[src/rtl/hpdcache_mem_read_arbiter.sv]
// Two-requester read arbiter toward memory: round-robin request stage with
// per-requester outstanding limits, and a combinational response demux.
module hpdcache_mem_read_arbiter #(
   parameter int unsigned ADDR_W    = 56,
   parameter int unsigned ID_W      = 6,
   parameter int unsigned DATA_W    = 512,
   parameter int unsigned MAX_OUTST = 8
) (
   input  logic                  clk_i,
   input  logic                  rst_i,
   input  logic [1:0]            req_valid_i,
   output logic [1:0]            req_ready_o,
   input  logic [2*ADDR_W-1:0]   req_addr_i,
   input  logic [2*ID_W-1:0]     req_id_i,
   output logic                  mem_req_valid_o,
   input  logic                  mem_req_ready_i,
   output logic [ADDR_W-1:0]     mem_req_addr_o,
   output logic [ID_W:0]         mem_req_id_o,
   input  logic                  mem_rsp_valid_i,
   output logic                  mem_rsp_ready_o,
   input  logic [ID_W:0]         mem_rsp_id_i,
   input  logic [DATA_W-1:0]     mem_rsp_data_i,
   input  logic                  mem_rsp_last_i,
   output logic [1:0]            rsp_valid_o,
   input  logic [1:0]            rsp_ready_i,
   output logic [ID_W-1:0]       rsp_id_o,
   output logic [DATA_W-1:0]     rsp_data_o,
   output logic                  rsp_last_o,
   output logic                  idle_o
);

   localparam int unsigned CNT_W = $clog2(MAX_OUTST + 1);
   localparam logic [CNT_W-1:0] CNT_MAX  = CNT_W'(MAX_OUTST);
   localparam logic [CNT_W-1:0] CNT_ONE  = CNT_W'(1);
   localparam logic [CNT_W-1:0] CNT_ZERO = '0;

   logic              out_valid_q, out_valid_d;
   logic [ADDR_W-1:0] addr_q, addr_d;
   logic [ID_W:0]     id_q, id_d;
   logic              prio_q, prio_d;
   logic [CNT_W-1:0]  cnt_q [2];
   logic [CNT_W-1:0]  cnt_d [2];

   logic [1:0] eligible;
   logic       stage_free;
   logic       grant_valid;
   logic       grant_idx;
   logic       rsp_src;
   logic       rsp_hs;
   logic [1:0] dec_at_zero;

   // Grant is suppressed during reset so no handshake is ever reported then.
   always_comb begin
      stage_free  = !out_valid_q || mem_req_ready_i;
      eligible[0] = req_valid_i[0] && (cnt_q[0] < CNT_MAX);
      eligible[1] = req_valid_i[1] && (cnt_q[1] < CNT_MAX);
      grant_valid = stage_free && (|eligible) && !rst_i;
      grant_idx   = (&eligible) ? prio_q : eligible[1];
      req_ready_o = 2'b00;
      if (grant_valid) begin
         req_ready_o = grant_idx ? 2'b10 : 2'b01;
      end
   end

   always_comb begin
      rsp_src         = mem_rsp_id_i[ID_W];
      rsp_valid_o     = {mem_rsp_valid_i && rsp_src, mem_rsp_valid_i && !rsp_src};
      mem_rsp_ready_o = rsp_ready_i[rsp_src];
      rsp_hs          = mem_rsp_valid_i && mem_rsp_ready_o;
      rsp_id_o        = mem_rsp_id_i[ID_W-1:0];
      rsp_data_o      = mem_rsp_data_i;
      rsp_last_o      = mem_rsp_last_i;
   end

   // A new grant refills the stage in the same cycle the old entry drains.
   always_comb begin
      out_valid_d = out_valid_q;
      addr_d      = addr_q;
      id_d        = id_q;
      prio_d      = prio_q;
      if (grant_valid) begin
         out_valid_d = 1'b1;
         addr_d      = grant_idx ? req_addr_i[ADDR_W +: ADDR_W] : req_addr_i[0 +: ADDR_W];
         id_d        = {grant_idx, grant_idx ? req_id_i[ID_W +: ID_W] : req_id_i[0 +: ID_W]};
         prio_d      = !grant_idx;
      end else if (mem_req_ready_i) begin
         out_valid_d = 1'b0;
      end
   end

   always_comb begin
      for (int k = 0; k < 2; k++) begin
         logic inc;
         logic dec;
         inc            = grant_valid && (grant_idx == 1'(k));
         dec            = rsp_hs && mem_rsp_last_i && (rsp_src == 1'(k));
         cnt_d[k]       = cnt_q[k];
         dec_at_zero[k] = dec && !inc && (cnt_q[k] == CNT_ZERO);
         if (inc && !dec) begin
            cnt_d[k] = cnt_q[k] + CNT_ONE;
         end else if (dec && !inc && (cnt_q[k] != CNT_ZERO)) begin
            cnt_d[k] = cnt_q[k] - CNT_ONE;
         end
      end
   end

   always_ff @(posedge clk_i) begin
      if (rst_i) begin
         out_valid_q <= 1'b0;
         prio_q      <= 1'b0;
         cnt_q[0]    <= CNT_ZERO;
         cnt_q[1]    <= CNT_ZERO;
      end else begin
         out_valid_q <= out_valid_d;
         prio_q      <= prio_d;
         cnt_q[0]    <= cnt_d[0];
         cnt_q[1]    <= cnt_d[1];
      end
   end

   always_ff @(posedge clk_i) begin
      addr_q <= addr_d;
      id_q   <= id_d;
   end

   assign mem_req_valid_o = out_valid_q && !rst_i;
   assign mem_req_addr_o  = addr_q;
   assign mem_req_id_o    = id_q;
   assign idle_o          = rst_i || (!out_valid_q && (cnt_q[0] == CNT_ZERO) && (cnt_q[1] == CNT_ZERO));

   // A last beat for a requester with nothing outstanding is a protocol error.
   assert property (@(posedge clk_i) disable iff (rst_i) dec_at_zero == 2'b00);

endmodule

[config.mk]
export PLATFORM = sky130hd
export DESIGN_NAME = hpdcache_mem_read_arbiter
export DESIGN_NICKNAME = d
export VERILOG_FILES = /design/src/rtl/hpdcache_mem_read_arbiter.sv
export SDC_FILE = /design/constraint.sdc
export NUM_CORES = 1
export LEC_CHECK = 0
export CAP_MARGIN = 10
export CORE_AREA = 2 2 484 486
export DETAILED_ROUTE_END_ITERATION = 6
export DIE_AREA = 0 0 486 488
export PLACE_DENSITY = 0.3
export SLEW_MARGIN = 20
export SYNTH_ARGS = -nofsm -noshare
export SYNTH_HDL_FRONTEND = slang
export SYNTH_SLANG_ARGS = --single-unit
[constraint.sdc]
create_clock -name clk_i -period 8.3 [get_ports clk_i]
set_clock_uncertainty 0.2 [all_clocks]
set_input_delay 0.83 -clock clk_i [delete_from_list [all_inputs] [get_ports clk_i]]
set_output_delay 0.83 -clock clk_i [all_outputs]
set_load 0.01 [all_outputs]
==> impl_results.md <==
* FP Rows at approximately 180
* Post-synthesis net count at 1384
* Leak at 2.08 nW
* Worst slew pin tran at 880 ps
* Synth Cell Area at approximately 7200 µm²
* WP depth at 3
* CP max FO at 15
* Cts hold-fix bufs at 0
* Fmax at roughly 0.26 GHz
* All-Layer GR Usage at 12.0%
* Commonest non-fill, non-tap cell in the layout: clkdlybuf4s50_1
* Critical path launch point type: input port
* Avg Vias per Cell at 1.14
* Min-Delay Path Depth at 2
* Post-CTS sizing at 0
* Die width at 486 µm
* Top cell type's share of synthesized area at a little over half
* Setup Buffers After CTS at 0
* Status: finished clean
* Area delta synth->final at 30.9%
* Via count at 3957
* Minimum clock period at 3870 ps
* Ranking of synthesized cells by area: buf_4 (54%), edfxtp_1 (26%), mux2_2 (9.8%)
* Area of the core region at about 230000 µm²
* CP peak stage delay at 770 ps
* Clock sinks at 73
* Drt initial violations at 192
* Crit end category: primary output
* Starting density of the core at just over 3%
* Final setup fails at 0
* Reg-to-reg critical path startpoint: cnt_q[0][3]
* Commonest cells after routing, fill and taps aside: clkdlybuf4s50_1 (204), mux2_2 (63), edfxtp_1 (63), nor2_1 (10), dfxtp_1 (10)
* Max Buffers Root-to-Sink at 2
* Worst Path Buf+Inv at 2
* Critical path required time at approximately 7300 ps
* Remaining DRCs at 0
* Sum Neg Setup Slack at 0 ps
* CTS tree: yes
* Final core utilization at 4.08%
* R2r setup slk at 5470 ps
* Cell Count, Final, Fillers Out at 3465
* Wirelength per Cell at 42.7 µm
* Worst Reg-to-Reg Cells at 9
* RSZ-0062 raised after global routing: no
* Area post-placement at 9180 µm²
* Ys Warns at 0
* Most used cell, CP: clkdlybuf4s50_1
* Chip height at 488 µm
* Crit-path cells: clkdlybuf4s50_1 > a2111oi_4 > clkdlybuf4s50_1
* Port bufs at slightly above 200
* Post-Syn Area per Cell at approximately 10 µm²
* Diode count at 0
* Register area share after synthesis at 28.9%
* FF+latch count, synth at 73
* CP max-delay cell: clkdlybuf4s50_1
* TritonCTS buffer count at 9
* Router iterations before antenna repair at 4
* Final max-slew violation count at 0
* WHS at 351 ps
* Largest net degree at the start of global routing at 51
* Crit path max-delay family: buffers and inverters
* Peak VDD IR at between 90 and 100 µV
* Root buffer cell: clkbuf_16
* Hold path start: cnt_q[0][2]
* H-Tree Depth at 3
* Skew-Pair Late Insertion Delay at 400 ps
* Slew Limit Headroom at 41.3%
* Final period utilization at a little under half
* GR Overflow Total at 0
* Cell variety after synth at 35
* DP Wirelength at 142000 µm
* Post-Syn Instances at 726
* Hold endpoint: cnt_q[0][2]
* Crit Path Class: input port to primary output
* Worst Path Arrival at 2840 ps
* Initial antenna violation count at 5
* Synth area leader: buf_4
* Worst reg2reg path endpoint: cnt_q[0][3]
* Share of cells above drive strength 1 at 21.1%
* Die area at 237000 µm²
* Dpl cells at 3449
* Final net count at about 1100
* Final Hold Viols at 0
* Max-cap viol count at 0
* Antenna-violating nets left at 0
* Number of global-route vias before repair at 4072
* Pwr dens at between 100 and 150 nW/µm²
* First-pass GRT wire length at 157000 µm
* Final wirelength at ~150000 µm
* I/O pin cnt at 1241
* Final Wtd Congestion at 0.725
* Post-route design area at 9470 µm²
* Hold WC Path Type: flop to flop
* Worst-path clk slew at 80 ps
## layer usage
layer	GRT usage [%]	vias to the layer above	wire (µm)
li1	-	1209	-
met1	3.45	1479	15600
met2	20.1	1144	70100
met3	22.9	113	59600
met4	1.93	12	2180
met5	1.29	-	442
## layout make-up
type / instances / area, µm²
Fill cell: 27321 / 222000
Clock inverter: 7 / 61.3
Sequential cell: 73 / 2090
Tap cell: 3043 / 3810
Multi-Input combinational cell: 125 / 1210
Timing Repair Buffer: 207 / 2060
Clock buffer: 9 / 225
Inverter: 1 / 3.75
## worst max-delay path by stage
stage	startpoint	end
final	rst_i	req_ready_o[0]
after global routing	rst_i	req_ready_o[0]
after CTS	rst_i	req_ready_o[0]
after detailed placement	rst_i	cnt_q[0][3]
after global placement	rst_i	cnt_q[0][3]
after floorplan	req_valid_i[1]	mem_req_addr_o[0]
## worst reg2reg max path: cells and delay by family, from the launching register on
family                     cells  cell delay, ps
DFF                            1             380
AOI/OAI and AO/OA              4            1090
adders and majority gates      1             310
and+or+nand+nor                3             440
muxes                          1             290
## Yosys cell counts, drive strengths merged
library cell  count
nand2b            2
nand2             5
a2111oi           1
nor2             10
nor2b             7
fa                2
o21a              2
nor4              3
nand3             1
mux2             65
nand4             1
dfxtp            10
ha                4
xor2              4
o22a              1
and2b             1
o21ai             1
inv               1
clkbuf            2
a21oi             3
a31oi             1
a21o              1
buf             525
edfxtp           63
mux2i             6
nor3              1
and2              1
nand4b            1
o2111a            1
## sequential cells by signal (all words and copies together), names as in the netlist
name,flops
mem_req_addr_o,56
mem_req_id_o,7
cnt_q,8
out_valid_q,1
prio_q,1
## power breakdown
group | switching, mW | leakage, nW | internal [mW]
clock network | 0.212 | 0.135 | 0.208
registers | 0.0168 | 0.678 | 0.438
logic | 0.106 | 1.27 | 0.149
## through the flow
step,setup WS (ps),power (mW)
after floorplan,1920,0.819
after global placement,4390,0.728
after detailed placement,4370,0.727
after CTS,4400,1.17
after global routing,4320,1.19
final,4430,1.13
## kinds of logic (layout without fill, tap and decap cells)
group,Yosys count,in the layout,synth area share (%)
flops,73,73,28.9
simple gates,33,33,2.53
xor+xnor,4,4,0.485
compound gates,11,11,1.33
fa+ha+maj,6,6,1.25
mux,71,71,11.0
buf+inv,528,224,54.5
No activity file was read; power rests on OpenSTA's default activity.
